--- src/rtl/tile_pattern_fetcher_if.sv ---
// tile_pattern_fetcher_if
//   Memory-side bus of the tile pattern fetcher: the tile-map read channel
//   (request/acknowledge handshake) and the synchronous pattern ROM port.
//
//   map_req    fetcher -> map   read request, held with map_addr until map_ack
//   map_addr   fetcher -> map   tile index row*MAP_COLS+col
//   map_ack    map -> fetcher   read done; map_rdata valid in the same cycle
//   map_rdata  map -> fetcher   tile-map entry
//   pat_addr   fetcher -> ROM   {code[7:0], py[3:0], px[3:0]}
//   pat_rdata  ROM -> fetcher   2-bit colour index, one Clk after pat_addr
//
//   master: the fetcher.  slave: the tile-map memory / pattern ROM.
interface tile_pattern_fetcher_if;
  logic        map_req;
  logic [10:0] map_addr;
  logic        map_ack;
  logic [7:0]  map_rdata;
  logic [15:0] pat_addr;
  logic [1:0]  pat_rdata;

  modport master (
    output map_req, map_addr, pat_addr,
    input  map_ack, map_rdata, pat_rdata
  );

  modport slave (
    input  map_req, map_addr, pat_addr,
    output map_ack, map_rdata, pat_rdata
  );
endinterface

--- src/rtl/tile_pattern_fetcher.sv ---
// tile_pattern_fetcher
//   Per-pixel producer of the tile shape code and 2-bit colour index for the
//   colour mapper. One row of tile-map entries is prefetched per tile row
//   into a ping-pong line buffer during horizontal blanking; the pixel path
//   reads the front bank and looks the pixel up in a synchronous pattern ROM.
//
//   Ports
//     Clk, Reset_n      clock, asynchronous active-low reset
//     pixel_en          pixel strobe (at most one per 2 Clk)
//     DrawX, DrawY      current pixel coordinates, valid with pixel_en
//     bus               tile-map read channel and pattern ROM port (master)
//     export_pattern    shape code of the pixel two strobes back
//     extend_color      colour index of that pixel (0 when outside the frame)
//     DrawX_d, DrawY_d  coordinates aligned with export_pattern/extend_color
//     underrun          sticky: a row fetch was still running at its swap point
//
//   Build option
//     TILE_FLIP_EN  map entry bit 7 flips the tile horizontally, bit 6
//                   vertically, and bits 5:0 form the shape code. The full
//                   8-bit entry is buffered, so the flip bits travel with it.
module tile_pattern_fetcher #(
  parameter int unsigned H_ACTIVE = 640,
  parameter int unsigned V_ACTIVE = 480,
  parameter int unsigned V_TOTAL  = 525,
  parameter int unsigned MAP_COLS = 40
) (
  input  logic                        Clk,
  input  logic                        Reset_n,
  input  logic                        pixel_en,
  input  logic [9:0]                  DrawX,
  input  logic [9:0]                  DrawY,
  tile_pattern_fetcher_if.master      bus,
  output logic [7:0]                  export_pattern,
  output logic [1:0]                  extend_color,
  output logic [9:0]                  DrawX_d,
  output logic [9:0]                  DrawY_d,
  output logic                        underrun
);

  localparam int unsigned COL_W = $clog2(MAP_COLS);

  typedef enum logic [1:0] {
    IDLE,
    FETCH,
    READY
  } state_t;

  state_t            state;
  logic [COL_W-1:0]  col;
  logic              req_q;
  logic [10:0]       addr_q;
  logic [9:0]        target_line;
  logic              front_sel;

  // Line buffer banks; bank[front_sel] is displayed, the other is filled.
  logic [7:0]        bank0 [MAP_COLS];
  logic [7:0]        bank1 [MAP_COLS];

  logic [9:0]        next_line;
  logic              trigger;
  logic              swap_point;
  logic              swap_now;
  logic              fetch_wr;

  logic [5:0]        rd_tile;
  logic [5:0]        rd_idx;
  logic              rd_sel;
  logic [7:0]        rd_entry;
  logic [7:0]        rd_code;
  logic [3:0]        rd_px;
  logic [3:0]        rd_py;

  logic [7:0]        s1_code;
  logic [3:0]        s1_px;
  logic [3:0]        s1_py;
  logic [9:0]        s1_x;
  logic [9:0]        s1_y;
  logic              s1_active;

  assign bus.map_req  = req_q;
  assign bus.map_addr = addr_q;
  assign bus.pat_addr = {s1_code, s1_py, s1_px};

  // Fetch trigger: first blanking pixel of the line before a tile-row start.
  always_comb begin
    next_line  = (DrawY == 10'(V_TOTAL - 1)) ? '0 : DrawY + 10'd1;
    trigger    = pixel_en && (DrawX == 10'(H_ACTIVE)) &&
                 (next_line < 10'(V_ACTIVE)) && (next_line[3:0] == 4'd0);
    swap_point = pixel_en && (DrawX == 10'd0) && (DrawY == target_line);
    swap_now   = (state == READY) && swap_point;
    fetch_wr   = (state == FETCH) && req_q && bus.map_ack && !swap_point;
  end

  // Row fetch FSM: IDLE -> FETCH on trigger, FETCH -> READY after the last
  // column, READY -> IDLE with a bank swap at the first pixel of the target
  // line. A fetch still running at that point is abandoned (underrun).
  always_ff @(posedge Clk or negedge Reset_n) begin
    if (!Reset_n) begin
      state       <= IDLE;
      col         <= '0;
      req_q       <= 1'b0;
      addr_q      <= '0;
      target_line <= '0;
      front_sel   <= 1'b0;
      underrun    <= 1'b0;
    end else begin
      case (state)
        IDLE: begin
          if (trigger) begin
            state       <= FETCH;
            col         <= '0;
            req_q       <= 1'b1;
            addr_q      <= 11'(next_line[8:4]) * 11'(MAP_COLS);
            target_line <= next_line;
          end
        end
        FETCH: begin
          if (swap_point) begin
            req_q    <= 1'b0;
            underrun <= 1'b1;
            state    <= IDLE;
          end else if (bus.map_ack) begin
            if (col == COL_W'(MAP_COLS - 1)) begin
              req_q <= 1'b0;
              state <= READY;
            end else begin
              col    <= col + COL_W'(1);
              addr_q <= addr_q + 11'd1;
            end
          end
        end
        READY: begin
          if (swap_point) begin
            front_sel <= ~front_sel;
            state     <= IDLE;
          end
        end
        default: state <= IDLE;
      endcase
    end
  end

  // Buffer contents carry no reset; they are only meaningful after a fetch.
  always_ff @(posedge Clk) begin
    if (fetch_wr) begin
      if (front_sel) begin
        bank0[col] <= bus.map_rdata;
      end else begin
        bank1[col] <= bus.map_rdata;
      end
    end
  end

  // The swap and the first pixel of the new row share a strobe, so that
  // pixel reads the bank that becomes the front bank on this edge.
  always_comb begin
    rd_tile  = DrawX[9:4];
    rd_idx   = (rd_tile < 6'(MAP_COLS)) ? rd_tile : 6'd0;
    rd_sel   = front_sel ^ swap_now;
    rd_entry = rd_sel ? bank1[rd_idx] : bank0[rd_idx];
`ifdef TILE_FLIP_EN
    rd_code  = {2'b00, rd_entry[5:0]};
    rd_px    = rd_entry[7] ? ~DrawX[3:0] : DrawX[3:0];
    rd_py    = rd_entry[6] ? ~DrawY[3:0] : DrawY[3:0];
`else
    rd_code  = rd_entry;
    rd_px    = DrawX[3:0];
    rd_py    = DrawY[3:0];
`endif
  end

  // Two-stage pixel pipeline advanced by pixel_en; stage 2 samples the ROM
  // answer to the address stage 1 presented on the previous strobe.
  always_ff @(posedge Clk or negedge Reset_n) begin
    if (!Reset_n) begin
      s1_code        <= '0;
      s1_px          <= '0;
      s1_py          <= '0;
      s1_x           <= '0;
      s1_y           <= '0;
      s1_active      <= 1'b0;
      export_pattern <= '0;
      extend_color   <= '0;
      DrawX_d        <= '0;
      DrawY_d        <= '0;
    end else if (pixel_en) begin
      s1_code        <= rd_code;
      s1_px          <= rd_px;
      s1_py          <= rd_py;
      s1_x           <= DrawX;
      s1_y           <= DrawY;
      s1_active      <= (DrawX < 10'(H_ACTIVE)) && (DrawY < 10'(V_ACTIVE));
      export_pattern <= s1_active ? s1_code : '0;
      extend_color   <= s1_active ? bus.pat_rdata : '0;
      DrawX_d        <= s1_x;
      DrawY_d        <= s1_y;
    end
  end

endmodule

--- src/flat_wrapper.sv ---
// flat-port wrapper written by rule: the top's interface ports become plain ports
module tile_pattern_fetcher_flat 
#(
  parameter int unsigned H_ACTIVE = 640,
  parameter int unsigned V_ACTIVE = 480,
  parameter int unsigned V_TOTAL  = 525,
  parameter int unsigned MAP_COLS = 40
)
  (Clk, Reset_n, pixel_en, DrawX, DrawY, export_pattern, extend_color, DrawX_d, DrawY_d, underrun, bus_map_req, bus_map_addr, bus_pat_addr, bus_map_ack, bus_map_rdata, bus_pat_rdata);
  tile_pattern_fetcher_if bus_i ();
  input  logic Clk;
  input  logic Reset_n;
  input  logic pixel_en;
  input  logic [9:0] DrawX;
  input  logic [9:0] DrawY;
  output logic [7:0] export_pattern;
  output logic [1:0] extend_color;
  output logic [9:0] DrawX_d;
  output logic [9:0] DrawY_d;
  output logic underrun;
  output wire logic [$bits(bus_i.map_req)-1:0] bus_map_req;
  output wire logic [$bits(bus_i.map_addr)-1:0] bus_map_addr;
  output wire logic [$bits(bus_i.pat_addr)-1:0] bus_pat_addr;
  input wire logic [$bits(bus_i.map_ack)-1:0] bus_map_ack;
  input wire logic [$bits(bus_i.map_rdata)-1:0] bus_map_rdata;
  input wire logic [$bits(bus_i.pat_rdata)-1:0] bus_pat_rdata;
  assign bus_map_req = bus_i.map_req;
  assign bus_map_addr = bus_i.map_addr;
  assign bus_pat_addr = bus_i.pat_addr;
  assign bus_i.map_ack = bus_map_ack;
  assign bus_i.map_rdata = bus_map_rdata;
  assign bus_i.pat_rdata = bus_pat_rdata;
  tile_pattern_fetcher #(.H_ACTIVE(H_ACTIVE), .V_ACTIVE(V_ACTIVE), .V_TOTAL(V_TOTAL), .MAP_COLS(MAP_COLS)) u_core (.Clk(Clk), .Reset_n(Reset_n), .pixel_en(pixel_en), .DrawX(DrawX), .DrawY(DrawY), .bus(bus_i), .export_pattern(export_pattern), .extend_color(extend_color), .DrawX_d(DrawX_d), .DrawY_d(DrawY_d), .underrun(underrun));
endmodule
--- config.mk ---
export PLATFORM = sky130hd
export DESIGN_NAME = tile_pattern_fetcher_flat
export DESIGN_NICKNAME = d
export VERILOG_FILES = /design/src/rtl/tile_pattern_fetcher_if.sv /design/src/rtl/tile_pattern_fetcher.sv /design/src/flat_wrapper.sv
export SDC_FILE = /design/constraint.sdc
export NUM_CORES = 1
export LEC_CHECK = 0
export BUFFER_PORTS_ARGS = -buffer_cell sky130_fd_sc_hd__buf_2
export CORE_MARGIN = 3
export CORE_UTILIZATION = 40
export DETAILED_ROUTE_END_ITERATION = 16
export GPL_TIMING_DRIVEN = 0
export PLACE_DENSITY_LB_ADDON = 0.12
export SYNTH_ARGS = -nofsm -noshare
export SYNTH_HDL_FRONTEND = slang
export SYNTH_SLANG_ARGS = --single-unit
--- constraint.sdc ---
create_clock -name Clk -period 6.9 [get_ports Clk]
set_clock_uncertainty 0.2 [all_clocks]
set_input_delay 1.035 -clock Clk [delete_from_list [all_inputs] [get_ports Clk]]
set_output_delay 1.035 -clock Clk [all_outputs]
set_load 0.01 [all_outputs]
==> out/metrics.cfg, run 1 <==
[status]
status=finished clean

[logic_synthesis]
netlist_instances=2075
syn_area_per_cell_sq_um=14.7
synth_ff_type=edfxtp_1
syn_nets=2120
synthArstFlopShare=0.124
synth-edff-count=640
yosys_warnings=0
yosysSeqAreaShare=0.706
ys_types=69
ys_ff_latch=731
netlist_area_sq_um=30400

[timing]
worstMarginPinSlew_ns=1.42
whs_ns=0.120
fin_crit_sh=0.734
period_needed_ns=5.07
max_slew_margin=0.0535
setup_viol=0
rsz0062_at_grt=no
fin_tns_setup_ns=0
drv_slew=0
fmax_mhz=197
finalHoldViolations=0

[floorplanning]
dieArea_sq_um=79500
die_w_microns=282
die_h_microns=282
io_pins=93
start_util=0.406
coreArea_sq_um=74900
rows=100

[pwr]
p_leak_nw=12.0
power_density_nw_per_um2=297
vdd_drop_max_mv=0.222

[drt]
first_iter_violations=2276
wire_per_inst_microns=29.8
num_vias=19600
dr.pass1.iters=5
drc=0
ant_nets=0
drt-total-wl_microns=98100
avgViaCountPerCell=5.97

[clock_tree]
clock-root-buffer=clkbuf_16
cts_sinks=731
path_clk_slew_ns=0.06
h-tree-depth=3
post_cts_resized=0
postCtsSetupBuffers=0
numCtsBuffers=81
cts_tree=yes
cts_max_path_buffers=3
clk-insertion-delay-late_ns=0.65
hold_buffers=0

[grt]
grtUsageTotal=0.246
gr-total-overflow=0
grt_max_degree=81
grt_pass1_wl_microns=139000
first_global_vias=19000
antenna_found_initial=1

[finish]
final_common_cell=edfxtp_1
area_growth_pct=15.2
nNetsFinal=2296
design_area_sq_um=35100
layout.cells.non_filler=3289
layout_common_cells=edfxtp_1, nor2_1, clkbuf_1
drive_above_1_share=0.161

[placement]
place_area_sq_um=32300
dp_hpwl_microns=66800
port_buffers=85
dp_cells=3137
gp_congestion=0.945

[run]
maxCapViolations=0

[setup_path]
critPathMaxStageDelay_ns=1.03
arrival_ns=5.13
slowest_stage=nor4_1
path_max_fanout=10
cp.required_ns=6.97
crit_chain=buf_2 -> clkbuf_1 -> nor3_1 -> nand4_1 -> nor4_2 -> nor4_1 -> nand3_1 -> nor2_1
end_kind=register
critPathKind=in2reg
crit_buf_inv=2
path_delay_family=simple AND/OR/NAND/NOR gates
worst_setup_path_start_kind=input port

[min_path]
hold_class=in2async

-- per-stage QoR --
step	setup slack (ns)	util	total power [mW]
floorplan	3.27	-	5.54
global placement	1.29	0.428	6.03
detailed placement	1.23	0.431	6.06
CTS	1.91	0.468	10.4
global route	1.65	0.468	10.7
finish	1.83	0.468	10.4
-- layout make-up --
cell class,instances,area [sq um]
Buffer,150,651
Clock inverter,47,510
Clock buffer,103,2220
Sequential cell,731,21500
Multi-Input combinational cell,1122,8030
Antenna cell,2,5.00
Tap cell,969,1210
Fill cell,6555,39900
Inverter,72,270
Timing Repair Buffer,93,668
-- state kept, by name (all words and copies together), names as in the netlist --
register	count
u_core.bank1	320
u_core.bus.map_req	1
u_core.s1_x	10
u_core.extend_color	2
u_core.DrawX_d	10
u_core.target_line	10
u_core.col	6
u_core.state	2
u_core.s1_code	8
u_core.export_pattern	8
u_core.underrun	1
u_core.s1_y	10
u_core.DrawY_d	10
u_core.front_sel	1
u_core.s1_active	1
u_core.bus.map_addr	11
u_core.bank0	320
-- cells by family after synthesis --
group,share of synthesized area
flip-flops,0.706
AND/OR/NAND/NOR,0.0792
AO/OA/AOI/OAI,0.0926
buffers and inverters,0.0303
multiplexers,0.0805
XOR/XNOR,0.00662
adder cells (fa/ha/maj),0.00477
-- Yosys cell counts, types with 14 or more instances --
cell type    n  area [sq um]
inv_1       72           270
and3_1      47           294
mux2i_1     84           841
xnor2_1     20           175
nand2_1    105           394
o2111ai_1   17           149
a22oi_1     17           128
and2_1      20           125
o211ai_1    19           143
clkbuf_1    93           349
nand2b_1    14          87.6
buf_1       19          71.3
nand4_1     22           138
o221ai_1    28           245
a21oi_1     49           245
edfxtp_1   640         19200
a211oi_1    55           413
a31oi_1     45           282
nor2_1     175           657
nand3_1     38           190
o22ai_1     46           288
dfrtp_1     91          2280
o21ai_0     41           205
mux4_2      35           788
buf_2       25           125
mux2_2      72           811
-- metal layers --
metal | global-route usage | wire (microns)
met1 | 0.351 | 41700
met2 | 0.382 | 45200
met3 | 0.0388 | 7510
met4 | 0.0917 | 3730
met5 | 0 | 0
-- power breakdown --
part	switching (mW)	leakage, nW	internal, mW
registers	0.0675	6.85	4.92
clock network	1.85	1.32	2.56
logic	0.715	3.81	0.280
total	2.63	12.0	7.76
-- final timing paths --
kind                                       endpoint                  start  slack, ns  cells after the start
worst min register to register    u_core.DrawY_d[9]         u_core.s1_y[9]       0.30                      1
worst max-delay path            u_core.bank0[22][4]               DrawX[9]       1.83                      8
worst min-delay path              u_core.DrawY_d[4]                Reset_n       0.12                      1
max in group asynchronous         u_core.s1_code[1]                Reset_n       5.70                      2
worst max register to register  u_core.bank0[22][4]  u_core.target_line[7]       2.76                      6
min in group Clk                  u_core.DrawY_d[9]         u_core.s1_y[9]       0.30                      1
Note: power is estimated with default switching activity, not from simulation.
==> inputs of run 2 (changes only) <==
==> constraint.sdc (replaced) <==
create_clock -name Clk -period 4.8 [get_ports Clk]
set_clock_uncertainty 0.2 [all_clocks]
set_input_delay 0.72 -clock Clk [delete_from_list [all_inputs] [get_ports Clk]]
set_output_delay 0.72 -clock Clk [all_outputs]
set_load 0.01 [all_outputs]
==> run 2 against run 1 <==
Compared with the run above:
- worst hold slack got worse by 0.024 ns
- global-route usage barely moved
- cell area barely moved
- power rose by 44%
- sequential cell count did not move
- sequential power rose by 44%
- register-to-register slack got worse by 1.6 ns
- combinational power rose by 44%
- die area did not move
- setup slack got worse by 1.3 ns
==> out/metrics.cfg, run 2 (same netlist as run 1, synthesis figures left out) <==
[pwr]
power_density_nw_per_um2=426
vdd_drop_max_mv=0.319
p_leak_nw=12.0

[finish]
layout_common_cells=edfxtp_1, nor2_1, clkbuf_1
area_growth_pct=15.2
final_util=0.468
nNetsFinal=2297
layout.cells.non_filler=3289
final_common_cell=edfxtp_1
drive_above_1_share=0.162

[timing]
fin_crit_sh=0.886
drv_slew=0
finalHoldViolations=0
rsz0062_at_grt=no
worstMarginPinSlew_ns=1.41
max_slew_margin=0.0592
fmax_mhz=235
setup_viol=0
period_needed_ns=4.25
worst_slack_ns=0.549

[floorplanning]
io_pins=93
die_h_microns=282
rows=100
die_w_microns=282
coreArea_sq_um=74900
start_util=0.406
dieArea_sq_um=79500

[drt]
drt-total-wl_microns=98300
first_iter_violations=2218
num_vias=19600
dr.pass1.iters=5
wire_per_inst_microns=29.9
avgViaCountPerCell=5.95
drc=0
ant_nets=0

[grt]
gr-total-overflow=0
first_global_vias=19000
antenna_found_initial=1
grtUsageTotal=0.246
grt_pass1_wl_microns=139000
grt_max_degree=81

[clock_tree]
numCtsBuffers=81
clk-insertion-delay-late_ns=0.65
path_clk_slew_ns=0.06
postCtsSetupBuffers=0
clock-root-buffer=clkbuf_16
cts_max_path_buffers=3
cts_tree=yes
h-tree-depth=3
cts_sinks=731

[status]
status=finished clean

[setup_path]
critPathKind=in2reg
worst_setup_path_start_kind=input port
end_kind=register
path_max_fanout=10
arrival_ns=4.32
cp.required_ns=4.87

[min_path]
hold_class=in2reg

[placement]
post-place-ws_ns=-0.552
gp_congestion=0.945
dp_cells=3137
dp_hpwl_microns=66800
port_buffers=85

[run]
maxCapViolations=0

run 2: worst max-delay path: stages:
cell and delay [ns]:
buf_2 0.14, clkbuf_1 0.71, nor3_1 0.19, nand4_1 0.16, nor4_2 0.11, nor4_2 0.67
nand3_1 0.71, nor2_1 0.87
run 2: path summary, 6_finish.rpt:
| path | startpoint | end | slack, ns | cells after the start |
|---|---|---|---|---|
| setup / recovery | DrawX[9] | u_core.bank0[22][4] | 0.55 | 8 |
| hold / removal | bus_pat_rdata[0] | u_core.extend_color[0] | 0.1 | 3 |
| setup reg to reg | u_core.state[1] | u_core.bank0[22][4] | 1.14 | 4 |
| hold reg to reg | u_core.s1_y[9] | u_core.DrawY_d[9] | 0.30 | 1 |
| max in group asynchronous | Reset_n | u_core.s1_code[1] | 3.36 | 3 |
| min in group asynchronous | Reset_n | u_core.DrawY_d[4] | 0.36 | 2 |
run 2: per-layer routing:
| metal | global-route usage | vias up | routed length (microns) |
|---|---|---|---|
| li1 | - | 8406 | - |
| met1 | 0.351 | 10100 | 42500 |
| met2 | 0.382 | 878 | 45300 |
| met3 | 0.0388 | 188 | 6880 |
| met4 | 0.0917 | 0 | 3570 |
| met5 | 0 | - | 0 |
run 2: cell type report:
type	instances	area (sq um)
tap	969	1210
fill	6554	39900
sequential	731	21500
multi-input combinational	1122	8040
buffer	150	651
timing repair buffer	94	678
clock buffer	103	2220
clock inverter	47	510
inverter	72	270
antenna	1	2.50
run 2: timing repair:
action                                  4_1_cts  5_1_grt
endpoints found under the setup margin        0      120
endpoints found under the hold margin        27        0
gates resized for setup                       0        2
hold buffers                                  1        0
run 2: through the flow:
stage	cell area, sq um	total power [mW]	hold slack (ns)	setup TNS (ns)
global placement	32100	8.67	0.284	-118.34
global route	35100	15.4	0.0995	0
detailed placement	32300	8.71	0.290	-129.89
CTS	35100	15.0	0.0731	0
floorplan	30400	7.96	0.224	0
finish	35100	14.9	0.0957	0
run 2: where the power goes:
part	internal, mW	switching (mW)
registers	7.07	0.0972
logic	0.404	1.03
clock network	3.69	2.65
total	11.2	3.78
==> inputs of run 3 (changes only) <==
--- a/config.mk
+++ b/config.mk
@@ -5,6 +5,7 @@
 export SDC_FILE = /design/constraint.sdc
 export NUM_CORES = 1
 export LEC_CHECK = 0
+export ABC_AREA = 1
 export BUFFER_PORTS_ARGS = -buffer_cell sky130_fd_sc_hd__buf_2
 export CORE_MARGIN = 3
 export CORE_UTILIZATION = 40
==> run 3 against run 2 <==
Compared with the run above:
- cell count rose by 36%
- critical path depth grew 4
- synthesized cell count grew 54%
- routed wire length grew 2.1%
- first-iteration DRC count rose by 6.3%
- core utilization decreased by 0.41 points
- cell area increased by 5.3%
- worst hold slack gained 0.017 ns
- power fell by 6.0%
- via count rose by 20%
- area after synthesis rose by 6.5%
==> out/metrics.cfg, run 3 <==
[logic_synthesis]
syn_area_per_cell_sq_um=10.2
yosys_warnings=0
synth_area_leader_cell=edfxtp_1
netlist_instances=3187
ys_types=38
synth_most_common_cell=nand2_1
synthArstFlopShare=0.124
netlist_area_sq_um=32400
syn_nets=3232
synth_ff_type=edfxtp_1
yosysSeqAreaShare=0.663
yosys-top-cells-count=nand2_1, edfxtp_1, nand3_1
synth-edff-count=640
yosys-top-cells-area=edfxtp_1, nand3_1, nand2_1
ys_ff_latch=731
synth_top_area_frac=0.593

[drt]
num_vias=23500
drt-total-wl_microns=100000
first_iter_violations=2357
dr.pass1.iters=6
drc=0
avgViaCountPerCell=5.24
wire_per_inst_microns=22.4
ant_nets=0

[timing]
whs_ns=0.113
setup_viol=0
rsz0062_at_grt=no
period_needed_ns=3.57
finalHoldViolations=0
fmax_mhz=280
drv_slew=0
max_slew_margin=0.246
fin_tns_setup_ns=0
worstMarginPinSlew_ns=1.12
fin_crit_sh=0.743

[finish]
nNetsFinal=3414
final_util=0.464
fillers=7484
layout_common_cells=nand2_1, edfxtp_1, nand3_1
area_growth_pct=14.0
layout.cells.non_filler=4485
final_common_cell=nand2_1
n_antenna_cell=0
drive_above_1_share=0.0937

[setup_path]
ff2ff_setup_slack_ns=1.37
critPathMaxStageDelay_ns=0.63
r2r_cells=5
slowest_stage=clkbuf_1
cp_common_cell=nand3_1
crit_chain=buf_2 -> o21ai_4 -> nand2_1 -> inv_2 -> clkbuf_1 -> nand3_1 -> nand3_1 -> nand3_1 -> nand3_1 -> nand2_1 -> nand3_1 -> nand2_1
cp.required_ns=5.12
worst_setup_path_start_kind=input port
arrival_ns=3.89
r2r-end=u_core.bank0[10][6]
rr_startpoint=u_core.col[3]
critPathKind=in2reg
end_kind=register
path_max_fanout=10

[min_path]
hold_class=in2reg
hold_end=u_core.s1_x[2]
worstHoldStart=DrawX[2]
holdPathStages=3

[clock_tree]
path_clk_slew_ns=0.06
cts_sinks=731
cts_tree=yes
post_cts_resized=0
numCtsBuffers=81
cts_max_path_buffers=3
h-tree-depth=3
clk-insertion-delay-late_ns=0.65
clock-root-buffer=clkbuf_16

[floorplanning]
rows=103
io_pins=93
die_h_microns=291
dieArea_sq_um=84500
die_w_microns=291
start_util=0.407
coreArea_sq_um=79600

[pwr]
p_leak_nw=15.1
vdd_drop_max_mv=0.256
power_density_nw_per_um2=380

[placement]
dp_hpwl_microns=71000
dp_cells=4335
gp_congestion=0.922
port_buffers=89

[grt]
gr-total-overflow=0
grt_max_degree=65
first_global_vias=23000
antenna_found_initial=0
grtUsageTotal=0.234
grt_pass1_wl_microns=148000

[run]
maxCapViolations=0

[status]
status=finished clean

-- run 3: changes by cell type in the layout (fill, tap and decap cells not counted), sizes merged, moves of 46 or more --
| cell | previous run | this run |
|---|---|---|
| a211oi | 55 | 0 |
| a21oi | 49 | 3 |
| and3 | 47 | 0 |
| inv | 73 | 432 |
| mux2 | 73 | 0 |
| mux2i | 84 | 0 |
| nand2 | 105 | 727 |
| nand3 | 38 | 572 |
| nand3b | 11 | 82 |
| nor2 | 175 | 265 |
| o21ai | 46 | 116 |
-- run 3: cells by family (layout without fill, tap and decap cells) --
logic type | Yosys count | count (layout) | synth area share
buffers and inverters | 612 | 860 | 0.0761
XOR/XNOR | 18 | 18 | 0.00486
AND/OR/NAND/NOR | 1673 | 1673 | 0.228
adder cells (fa/ha/maj) | 11 | 11 | 0.00448
AO/OA/AOI/OAI | 142 | 142 | 0.0239
flip-flops | 731 | 731 | 0.663
-- run 3: through the flow --
stage          total power [mW]  setup WS, ns  instance area, sq um
2_1_floorplan              7.71          1.87                 32400
3_3_place_gp               8.27         0.665                 34200
3_5_place_dp               8.30         0.687                 34500
4_1_cts                    14.1          1.33                 37000
5_1_grt                    14.5          1.15                 37000
6_report                   14.0          1.23                 37000
-- run 3: metal layers --
metal	global-route usage	vias to the layer above	share of wire
li1	-	11000	-
met1	0.330	11500	0.44
met2	0.365	870	0.45
met3	0.0355	195	0.067
met4	0.0897	0	0.039
met5	0	-	0
-- run 3: power breakdown --
group	total [mW]	internal [mW]	switching [mW]	leakage, nW
combinational	1.17	0.312	0.856	6.93
sequential	7.01	6.97	0.0380	6.93
clock	5.87	3.26	2.61	1.23
-- run 3: worst max path at each step --
stage / endpoint / slack (ns) / start / cells past startpoint
final: u_core.s1_code[3] / 1.23 / DrawX[7] / 12
after floorplan: u_core.bus.map_addr[9] / 1.87 / DrawY[0] / 16
after detailed placement: u_core.s1_code[6] / 0.69 / DrawX[7] / 12
after global placement: u_core.s1_code[7] / 0.66 / DrawX[8] / 12
after CTS: u_core.s1_code[6] / 1.33 / DrawX[7] / 12
after global routing: u_core.bank1[11][2] / 1.15 / u_core.col[3] / 5
-- run 3: layout make-up --
cell class / instances / area, sq um / share of cell area
buffer: 185 / 866 / 0.0234
clock inverter: 45 / 332 / 0.00897
timing repair buffer: 99 / 726 / 0.0196
tap: 1050 / 1310 / 0.0356
multi-input combinational: 1844 / 8460 / 0.229
inverter: 427 / 1600 / 0.0434
clock buffer: 104 / 2150 / 0.0583
sequential: 731 / 21500 / 0.582
-- run 3: worst max-delay path, delay by kind of cell --
kind	cells	cell delay, ns
AOI/OAI and AO/OA	1	0.32
buffers and inverters	3	1.32
and+or+nand+nor	8	1.52
-- run 3: timing repair --
| item | 4_1_cts | 5_1_grt |
|---|---|---|
| buffers inserted | 0 | 0 |
| hold endpoints to repair | 31 | 0 |
| hold buffers | 1 | 0 |
